<file path="src/rtl/phase_sweep_pkg.sv">
// Shared types and widths for the phase sweep controller and its dwell counter.
package phase_sweep_pkg;

  localparam int FREQ_W      = 5;
  localparam int ANGLE_W     = 24;
  localparam int DEF_DWELL_W = 16;

  typedef enum logic [1:0] {
    ST_IDLE = 2'd0,
    ST_ARM  = 2'd1,
    ST_RUN  = 2'd2,
    ST_DONE = 2'd3
  } state_t;

endpackage

</file>
<file path="src/rtl/phase_sweep_dwell_counter.sv">
// Load/decrement counter with a zero flag; load has priority, decrement saturates at 0.
module dwell_counter #(
  parameter int DWELL_W = 16
) (
  input  logic               i_clk,
  input  logic               i_arst,
  input  logic               i_load,
  input  logic [DWELL_W-1:0] i_load_val,
  input  logic               i_dec,
  output logic [DWELL_W-1:0] o_count,
  output logic               o_zero
);

  logic [DWELL_W-1:0] count_q;

  // NOTE: sequential state uses <= so every register samples pre-edge values regardless of statement order.
  always_ff @(posedge i_clk or posedge i_arst) begin
    if (i_arst) begin
      count_q <= '0;
    end else if (i_load) begin
      count_q <= i_load_val;
    end else if (i_dec && (count_q != '0)) begin
      count_q <= count_q - DWELL_W'(1);
    end
  end

  assign o_count = count_q;
  assign o_zero  = (count_q == '0);

endmodule

</file>
<file path="src/rtl/phase_sweep_controller.sv">
// Stepped frequency sweep sequencer driving the phase accumulator's freq/offset/enable.
// Optional continuous sweeping (i_loop port) is enabled by defining PHASE_SWEEP_LOOP_EN.
module phase_sweep_controller
  import phase_sweep_pkg::*;
#(
  parameter int DWELL_W = DEF_DWELL_W
) (
  input  logic               i_clk,
  input  logic               i_arst,
  input  logic               i_start,
  input  logic               i_abort,
  input  logic [FREQ_W-1:0]  i_freq_start,
  input  logic [FREQ_W-1:0]  i_freq_stop,
  input  logic [DWELL_W-1:0] i_dwell,
  input  logic [ANGLE_W-1:0] i_offset,
`ifdef PHASE_SWEEP_LOOP_EN
  input  logic               i_loop,
`endif
  output logic [FREQ_W-1:0]  o_freq,
  output logic [ANGLE_W-1:0] o_offset,
  output logic               o_enable,
  output logic               o_busy,
  output logic               o_step,
  output logic               o_done
);

  state_t             state_q, state_d;
  logic [FREQ_W-1:0]  freq_q, stop_q;
  logic [ANGLE_W-1:0] offset_q;
  logic [DWELL_W-1:0] dwell_m1_q;
  logic               up_q, step_q;
  logic               cnt_zero, start_go, expire, last_code, loop_req;
  logic [DWELL_W-1:0] cnt_unused;

`ifdef PHASE_SWEEP_LOOP_EN
  logic [FREQ_W-1:0]  start_q;
  assign loop_req = i_loop;
`else
  assign loop_req = 1'b0;
`endif

  assign start_go  = (state_q == ST_IDLE) && i_start && !i_abort;
  assign expire    = (state_q == ST_RUN) && cnt_zero && !i_abort;
  assign last_code = (freq_q == stop_q);

  always_ff @(posedge i_clk or posedge i_arst) begin
    if (i_arst) state_q <= ST_IDLE;
    else        state_q <= state_d;
  end

  always_comb begin
    state_d = state_q;
    unique case (state_q)
      ST_IDLE: if (start_go) state_d = ST_ARM;
      ST_ARM:  state_d = i_abort ? ST_IDLE : ST_RUN;
      ST_RUN: begin
        if (i_abort)                           state_d = ST_IDLE;
        else if (expire && last_code && !loop_req) state_d = ST_DONE;
      end
      ST_DONE: state_d = ST_IDLE;
      default: state_d = ST_IDLE;
    endcase
  end

  // Descriptor latch and frequency stepper; freq/offset hold on abort and after completion.
  always_ff @(posedge i_clk or posedge i_arst) begin
    if (i_arst) begin
      freq_q     <= '0;
      stop_q     <= '0;
      offset_q   <= '0;
      dwell_m1_q <= '0;
      up_q       <= 1'b0;
      step_q     <= 1'b0;
`ifdef PHASE_SWEEP_LOOP_EN
      start_q    <= '0;
`endif
    end else begin
      step_q <= 1'b0;
      if (start_go) begin
        freq_q     <= i_freq_start;
        stop_q     <= i_freq_stop;
        offset_q   <= i_offset;
        up_q       <= (i_freq_start <= i_freq_stop);
        dwell_m1_q <= (i_dwell == '0) ? '0 : i_dwell - DWELL_W'(1);
`ifdef PHASE_SWEEP_LOOP_EN
        start_q    <= i_freq_start;
`endif
      end else if (expire) begin
        if (!last_code) begin
          freq_q <= up_q ? freq_q + FREQ_W'(1) : freq_q - FREQ_W'(1);
          step_q <= 1'b1;
        end
`ifdef PHASE_SWEEP_LOOP_EN
        else if (loop_req) begin
          freq_q <= start_q;
          step_q <= 1'b1;
        end
`endif
      end
    end
  end

  dwell_counter #(.DWELL_W(DWELL_W)) u_dwell (
    .i_clk      (i_clk),
    .i_arst     (i_arst),
    .i_load     (((state_q == ST_ARM) && !i_abort) || expire),
    .i_load_val (dwell_m1_q),
    .i_dec      ((state_q == ST_RUN) && !i_abort),
    .o_count    (cnt_unused),
    .o_zero     (cnt_zero)
  );

  // Status outputs decode the registered state only, so no input reaches an output combinationally.
  always_comb begin
    o_freq   = freq_q;
    o_offset = offset_q;
    o_step   = step_q;
    o_enable = (state_q == ST_RUN);
    o_busy   = (state_q == ST_ARM) || (state_q == ST_RUN);
    o_done   = (state_q == ST_DONE);
  end

endmodule

</file>
<file path="config.mk">
export PLATFORM = sky130hd
export DESIGN_NAME = phase_sweep_controller
export DESIGN_NICKNAME = d
export VERILOG_FILES = /design/src/rtl/phase_sweep_pkg.sv /design/src/rtl/phase_sweep_dwell_counter.sv /design/src/rtl/phase_sweep_controller.sv
export SDC_FILE = /design/constraint.sdc
export NUM_CORES = 1
export LEC_CHECK = 0
export CAP_MARGIN = 10
export CORE_MARGIN = 5
export CORE_UTILIZATION = 40
export DETAILED_ROUTE_END_ITERATION = 8
export PLACE_DENSITY = 0.66
export SLEW_MARGIN = 20
export SYNTH_ARGS = -nofsm -noshare
export SYNTH_HDL_FRONTEND = slang
export SYNTH_SLANG_ARGS = --single-unit
</file>
<file path="constraint.sdc">
create_clock -name i_clk -period 4 [get_ports i_clk]
set_input_delay 0.8 -clock i_clk [delete_from_list [all_inputs] [get_ports i_clk]]
set_output_delay 0.8 -clock i_clk [all_outputs]
set_load 0.02 [all_outputs]
</file>
==> summary by stage, run 1 <==
Status
The flow ran to the end, and the final reports show no timing, DRC or antenna violations.

Clock tree
Once the clock tree was built, the resizer swapped 0 gates to a different size. Clock tree synthesis selected as its root buffer the cell sky130_fd_sc_hd__clkbuf_8. The source-to-sink clock delay at the later pin of the worst-skew pair is 0.35 ns. Counting the buffers created by CTS gives 9. In this run the number of H-tree levels came out at 3. TritonCTS built the clock tree. For this design, the CTS-stage hold fixing added 0 buffers. The clock passes through at most 2 buffers.

In this run the post-CTS setup repair buffer count came out at 0. The clock transition at the register clock pins on the worst setup and hold paths after CTS is 0.08 ns. The tree built by TritonCTS fans out to 70 sinks.

Worst setup path
The worst reg2reg path depth is 8. On the worst path, the slowest cell contributes a delay of 0.69 ns. The slowest stage of the critical path belongs to the cell sky130_fd_sc_hd__and2_0.

The cell class contributing the biggest share of worst-path delay is simple AND/OR/NAND/NOR gates. The critical path ends at dwell_m1_q[7]. The required time of the critical path is 4.20 ns. The start point of the critical path is i_dwell[4]. The worst register-to-register path begins at state_q[0]. The minimum setup slack among reg-to-reg paths is 1.67 ns.

The worst reg2reg path endpoint is o_freq[4]. The signal on the critical path passes through clkdlybuf4s50_1 -> nor4_1 -> nand2_1 -> nor4_1 -> and2_0 -> o31ai_1. The arrival time at the worst endpoint is 3.22 ns. The number of buffers and inverters on the critical path is 1.

The most common cell type on the critical path is sky130_fd_sc_hd__nor4_1. The maximum fanout encountered on the critical timing path is 14. The critical path endpoint category is a register. The instance count on the critical path is 6. The worst setup path is launched from a primary input. The type of the setup path with the least slack is in2reg.

Synth
The total nets after synthesis is 453. Yosys mapped the design onto 48 distinct sky130hd cell types. The dominant synthesized flop cell is sky130_fd_sc_hd__dfrtp_1.

Yosys printed 0 warnings. Counting flops with a built-in enable in the synthesized netlist gives 0. The synthesized cell area is 3780 sq um. Of all flip-flops after synthesis, the portion carrying an async set or reset was 100%. The fraction of the yosys area taken by sequential cells is 46.4%.

The instance count of the mapped netlist is 382. In this run, synthesis produced a sequential element count of 70. The mean instance size in the synthesized netlist is 9.89 sq um.

Power
Of the total power, the share spent switching nets is 37.9%. VDD sags by at most 0.499 mV. The internal power summed over all cells is 2.27 mW. For this design the static power due to leakage is 2.08 nW.

The power after layout is 3.66 mW. The share of total power in combinational logic is 44.0%. The portion of total power attributed to the clock network is 19.4%. For this design the total switching power over the nets is 1.38 mW. The ratio of total power to cell area is 726 nW/um^2. The part of the total power dissipated in sequential elements is 36.6%.

Timing
The headroom to the max-slew limit is 50.7%. The count of final hold-check violations is 0. The fraction of the cycle the final worst path needs is 75.5%.

The final-layout setup total negative slack is 0 ns. Setup violations remaining at the end of the flow were counted as 0. The final period demand of the worst path is 3.02 ns. The worst setup skew after layout is 0.0117 ns.

The pin slew with the least headroom to its limit is 0.740 ns. The count of pins over their slew limit is 0. Setup repair after global routing left no endpoint under its margin. Based on the critical path, the design can be clocked at up to 331 MHz.

Floorplan
The count of pins on the block boundary is 87. The floorplan step set the die height to 107 um. Row generation in the floorplan step produced 35 rows. The overall die area is 11500 sq um.

Once the floorplan was initialized, standard cells occupied 40.9% of the core. The area of the placeable core is 9240 sq um. The die span in x is 107 um.

Final layout
The number of nets at the end of the flow is 540. The repair_antennas step left the layout with diodes totalling 0. The commonest non-fill, non-tap cell in the layout is sky130_fd_sc_hd__clkdlybuf4s50_1.

Leaving out filler cells and counting taps, the final layout contains 603. The final instance area is 5040 sq um. The fraction of layout instances using a drive strength above 1 is 11.8%. The library cells used most frequently in the layout, excluding fill and tap cells, are sky130_fd_sc_hd__clkdlybuf4s50_1 (86), sky130_fd_sc_hd__dfrtp_1 (70), sky130_fd_sc_hd__nand2_1 (40). The signed area change from the synthesized netlist to the final layout is 33.4%.

Detailed routing
After detailed routing, the total wire length is 8.69 mm. The remaining design rule violation count is 0. The detailed router finished its first iteration with 142 violations. In this run the remaining antenna-violating nets after routing total 0. After detailed routing, the average wire length per cell comes to 14.4 um. The total vias in the final route is 3048. For this run, the detailed router's first-pass iteration total came to 4. After detailed routing, the number of vias per cell comes to 5.05.

Placement
The post-placement cell area is 4790 sq um. In this run the tool buffered the top-level ports with 86 buffer cells. The total half-perimeter wirelength after legalization and detailed placement is 6.48 mm. Routability-driven placement finished with a final weighted congestion of 0.899. After detailed placement, the design holds a cell count of 587.

Min path
The number of cells on the worst hold path is 2. The tightest min-delay check is of the reg2reg type.

Global route
The largest net degree at the start of global routing is 78. Global routing consumed, over all layers together, 16.2% of the routing resources. The initial antenna violation count came to 0. The number of global-route vias before repair is 3118.

The residual overflow from global routing is 0. The first global-routing pass estimated 14.9 mm of wire.

Flow run
The tool flagged a number of max-cap violations equal to 0.
==> per-layer routing <==
| layer | vias up | track usage, % | part of all wire (%) |
|---|---|---|---|
| li1 | 1526 | - | - |
| met1 | 1420 | 21.4 | 46 |
| met2 | 96 | 23.1 | 43 |
| met3 | 6 | 7.95 | 10 |
| met4 | 0 | 5.39 | 0.72 |
| met5 | - | 0 | 0 |
==> per-stage QoR <==
step / setup WS (ns) / hold WS [ns] / utilization [%]
2_1_floorplan: 1.43 / 0.440 / -
3_5_place_dp: 0.599 / 0.467 / 51.8
3_3_place_gp: 0.729 / 0.460 / 51.8
5_1_grt: 0.707 / 0.510 / 54.5
6_report: 0.982 / 0.479 / 54.5
4_1_cts: 0.954 / 0.485 / 54.5
==> cell type report <==
cell class	instances	area, sq um
multi-input combinational	277	1880
timing repair buffer	93	926
sequential	70	1750
tap	129	161
clock inverter	7	123
fill	835	4200
inverter	18	67.6
clock buffer	9	124
==> worst min path at each step <==
| stage | start | endpoint | slack (ns) |
|---|---|---|---|
| floorplan | dwell_m1_q[13] | dwell_m1_q[13] | 0.44 |
| global placement | dwell_m1_q[13] | dwell_m1_q[13] | 0.46 |
| detailed placement | dwell_m1_q[13] | dwell_m1_q[13] | 0.47 |
| CTS | dwell_m1_q[13] | dwell_m1_q[13] | 0.49 |
| global route | dwell_m1_q[12] | dwell_m1_q[12] | 0.51 |
| finish | dwell_m1_q[13] | dwell_m1_q[13] | 0.48 |
==> power by group through the flow <==
stage | clock network, mW | registers [mW] | logic [mW]
3_5_place_dp | 0 | 1.35 | 1.62
2_1_floorplan | 0 | 1.47 | 0.858
3_3_place_gp | 0 | 1.33 | 1.60
5_1_grt | 0.753 | 1.39 | 1.78
4_1_cts | 0.718 | 1.34 | 1.63
6_report | 0.708 | 1.34 | 1.61
==> registers in the layout, summed over array words and instances, names as in the netlist <==
register and count:
dwell_m1_q 16, o_freq 5, o_offset 24, o_step 1
state_q 2, stop_q 5, u_dwell.o_count 16, up_q 1
==> worst register-to-register path, cell delays in order (launching register included) <==
cell and delay (ns):
sky130_fd_sc_hd__dfrtp_1 0.43, sky130_fd_sc_hd__inv_1 0.14, sky130_fd_sc_hd__ha_1 0.20, sky130_fd_sc_hd__nor2b_1 0.28
sky130_fd_sc_hd__nand4_1 0.18, sky130_fd_sc_hd__a211oi_2 0.55, sky130_fd_sc_hd__and2_1 0.24, sky130_fd_sc_hd__xnor2_1 0.11
sky130_fd_sc_hd__a21oi_1 0.08
==> cells in the mapped netlist (2+ instances only) <==
| cell type | count | area [sq um] |
|---|---|---|
| sky130_fd_sc_hd__mux2i_1 | 4 | 40.0 |
| sky130_fd_sc_hd__inv_1 | 18 | 67.6 |
| sky130_fd_sc_hd__and2_1 | 3 | 18.8 |
| sky130_fd_sc_hd__buf_1 | 3 | 11.3 |
| sky130_fd_sc_hd__nand2_1 | 40 | 150 |
| sky130_fd_sc_hd__xor2_1 | 8 | 70.1 |
| sky130_fd_sc_hd__nor3_1 | 8 | 40.0 |
| sky130_fd_sc_hd__a21oi_1 | 22 | 110 |
| sky130_fd_sc_hd__or4_1 | 2 | 15.0 |
| sky130_fd_sc_hd__o21a_1 | 2 | 15.0 |
| sky130_fd_sc_hd__ha_1 | 16 | 200 |
| sky130_fd_sc_hd__dfrtp_1 | 70 | 1750 |
| sky130_fd_sc_hd__and3_1 | 2 | 12.5 |
| sky130_fd_sc_hd__o31ai_1 | 14 | 105 |
| sky130_fd_sc_hd__xnor2_1 | 15 | 131 |
| sky130_fd_sc_hd__nand2b_1 | 2 | 12.5 |
| sky130_fd_sc_hd__o22ai_1 | 3 | 18.8 |
| sky130_fd_sc_hd__nand4_1 | 3 | 18.8 |
| sky130_fd_sc_hd__nor2b_1 | 7 | 43.8 |
| sky130_fd_sc_hd__nand3_1 | 13 | 65.1 |
| sky130_fd_sc_hd__o21ai_0 | 23 | 115 |
| sky130_fd_sc_hd__a31oi_1 | 2 | 12.5 |
| sky130_fd_sc_hd__a22oi_1 | 3 | 22.5 |
| sky130_fd_sc_hd__or3_1 | 2 | 12.5 |
| sky130_fd_sc_hd__mux2_2 | 27 | 304 |
| sky130_fd_sc_hd__nor2_1 | 28 | 105 |
| sky130_fd_sc_hd__clkbuf_1 | 12 | 45.0 |
| sky130_fd_sc_hd__nor4b_1 | 3 | 26.3 |
| sky130_fd_sc_hd__a21o_1 | 2 | 15.0 |
| sky130_fd_sc_hd__nor4_1 | 7 | 43.8 |
==> cell families (layout without fill, tap and decap cells) <==
group	count (synthesis)	in the layout	share of synthesized area, %
simple gates	130	130	17.4
buf+inv	35	127	3.71
mux	31	31	9.11
xor+xnor	23	23	5.33
flops	70	70	46.4
compound gates	76	76	12.2
fa+ha+maj	17	17	5.83
Note: power is estimated with default switching activity, not from simulation.
==> run 2: changes to the inputs <==
==> constraint.sdc (replaced) <==
create_clock -name i_clk -period 3 [get_ports i_clk]
set_input_delay 0.6 -clock i_clk [delete_from_list [all_inputs] [get_ports i_clk]]
set_output_delay 0.6 -clock i_clk [all_outputs]
set_load 0.02 [all_outputs]
==> summary by stage, run 2 (same netlist as run 1, synthesis figures left out) <==
Clock tree
The later pin in the worst-skew pair is clocked with a latency of 0.34 ns. TritonCTS built the clock tree. The root buffer cell chosen for the clock tree is sky130_fd_sc_hd__clkbuf_8. The clock transition at the register clock pins on the worst setup and hold paths after CTS is 0.08 ns. The H-tree depth is 3. The clock passes through at most 2 buffers. Post-CTS timing repair inserted 0 buffers for setup. The number of buffers created by CTS is 9. The number of gates given a new drive strength after cts is 0. The number of clock sinks is 70.

The number of hold-repair buffers added at the cts stage is 0.

Placement
The port buffer count is 86. The total half-perimeter wirelength after legalization and detailed placement is 6.63 mm. At the end of routability-driven placement, the weighted congestion stood at 0.882.

Floorplan
In this run the core area contains 35 standard-cell rows. The region available for standard cell placement spans 9240 sq um. The die span in x is 107 um. The overall die area is 11500 sq um.

The starting density of the core is 40.9%. The vertical die dimension is 107 um. For this design the top-level I/O count stands at 87.

Final layout
The number of nets at the end of the flow is 540. The signed area change from the synthesized netlist to the final layout is 32.2%. Leaving out fill and tap cells, the most frequent cells in the layout are sky130_fd_sc_hd__clkdlybuf4s50_1 (86), sky130_fd_sc_hd__dfrtp_1 (70), sky130_fd_sc_hd__nand2_1 (40). The diode insertion count for antenna repair is 0.

Of the cells placed in the final design, the portion with a size suffix greater than 1 is 11.8%. The number of filler cells placed in the layout is 833. The register with the most flip-flops in the layout has 24 of them. Leaving out fill and tap cells, the most frequent cell in the layout is sky130_fd_sc_hd__clkdlybuf4s50_1.

Detailed routing
The total vias in the final route is 3076. The remaining design rule violation count is 0. The violation count after the first detailed-route iteration is 102. The final routed wirelength across all metal layers is 9.00 mm.

The length of the first detailed-routing pass in iterations is 4. The via density per instance is 5.10. The routed length per placed instance is 14.9 um.

The antenna violation net count after detailed routing is 0.

Timing
Setup violations remaining at the end of the flow were counted as 0. For this run, the top clock speed supported by timing is 426 MHz. The count of final hold-check violations is 0. The headroom to the max-slew limit is 63.3%. Setup repair after global routing left no endpoint under its margin. The count of pins over their slew limit is 0. Across all hold checks on the routed design, the worst slack comes to 0.493 ns.

The fraction of the cycle the final worst path needs is 78.3%. The pin slew with the least headroom to its limit is 0.550 ns. The final-layout setup total negative slack is 0 ns. Counting I/O delays and the setup requirement, the final critical path takes 2.35 ns.

For the final database, setup skew stands at 0.00667 ns.

Worst setup path
Together, buffers and inverters on the worst path number 2. The worst-path cell with the longest stage delay is sky130_fd_sc_hd__clkdlybuf4s50_1. The cell class contributing the biggest share of worst-path delay is buffers and inverters. The type of the setup path with the least slack is reg2out. The maximum fanout encountered on the critical timing path is 4.

The worst setup path is launched from a register. STA puts the critical path data arrival time at 1.75 ns. The worst setup path is captured at an output port. Traced cell by cell, the critical path runs through inv_1 -> ha_1 -> clkdlybuf4s50_1.

The required time of the critical path is 2.40 ns. The largest single stage delay on the critical path is 0.60 ns.

Min path
The class of the worst hold path is reg2reg.

Power
The share of total power in combinational logic is 45.7%. In this run, flip-flops and latches consume 38.1% of the power. The maximum resistive drop on vdd is 0.498 mV.

The portion of total power attributed to the clock network is 16.2%. The internal power summed over all cells is 2.85 mW. For this design the static power due to leakage is 2.07 nW. The power after layout is 4.71 mW. The switching part of the total power is 39.5%. The ratio of total power to cell area is 943 nW/um^2.

The analysis attributes to net switching a power of 1.86 mW.

Global route
The initial antenna violation count came to 0. The number of global-route vias before repair is 3088. The global router's overall resource usage is 16.6%. The largest net degree at the start of global routing is 78. The residual overflow from global routing is 0. The first global-routing pass estimated 15.3 mm of wire.

Flow run
The number of max-cap violations is 0.

Status
The flow ran to the end, and the final reports show no timing, DRC or antenna violations.
[run 2: area by class of cell]
class	count	area (sq um)	area share, %
multi-input cells	277	1880	37.7
flip-flops and latches	70	1750	35.1
repair buffers	93	938	18.8
well taps	129	161	3.23
clock buffers	9	124	2.48
inverters	18	67.6	1.35
clock inverters	7	65.1	1.30
[run 2: routing by layer]
| metal | wire length, um | global-route usage (%) | part of all wire, % |
|---|---|---|---|
| met1 | 4040 | 21.8 | 45 |
| met2 | 3910 | 24.3 | 43 |
| met3 | 879 | 7.41 | 9.8 |
| met4 | 169 | 5.75 | 1.9 |
| met5 | 0 | 0 | 0 |
[run 2: final timing paths]
path / from / endpoint / slack, ns / depth (start not counted)
worst max-delay path: state_q[0] / o_busy / 0.65 / 3
worst min-delay path: dwell_m1_q[13] / dwell_m1_q[13] / 0.49 / 2
worst max register to register: state_q[0] / o_freq[4] / 0.68 / 8
worst min register to register: dwell_m1_q[13] / dwell_m1_q[13] / 0.49 / 2
max in group asynchronous: i_arst / up_q / 1.75 / 3
min in group asynchronous: i_arst / o_offset[13] / 0.62 / 2
[run 2: worst reg2reg max path: cells and delay by family, from the launching register on]
| family | cells | cell delay [ns] |
|---|---|---|
| AND/OR/NAND/NOR | 3 | 0.72 |
| flip-flops | 1 | 0.42 |
| AO/OA/AOI/OAI | 2 | 0.57 |
| XOR/XNOR | 1 | 0.12 |
| adder cells (fa/ha/maj) | 1 | 0.22 |
| buffers and inverters | 1 | 0.15 |
[run 2: per-stage QoR]
stage / std cells / area (sq um) / util (%) / worst slack, ns
after floorplan: 382 / 3780 / - / 0.632
after global placement: 587 / 4800 / 52.0 / 0.460
after detailed placement: 587 / 4800 / 52.0 / 0.379
after CTS: 603 / 4990 / 54.0 / 0.626
after global routing: 603 / 4990 / 54.0 / 0.464
final: 603 / 4990 / 54.0 / 0.650
[run 2: power groups by stage]
stage / clock (mW) / sequential (mW) / combinational [mW]
global route: 0.827 / 1.86 / 2.39
floorplan: 0 / 1.96 / 1.14
CTS: 0.780 / 1.79 / 2.18
global placement: 0 / 1.78 / 2.12
detailed placement: 0 / 1.81 / 2.17
finish: 0.761 / 1.80 / 2.15
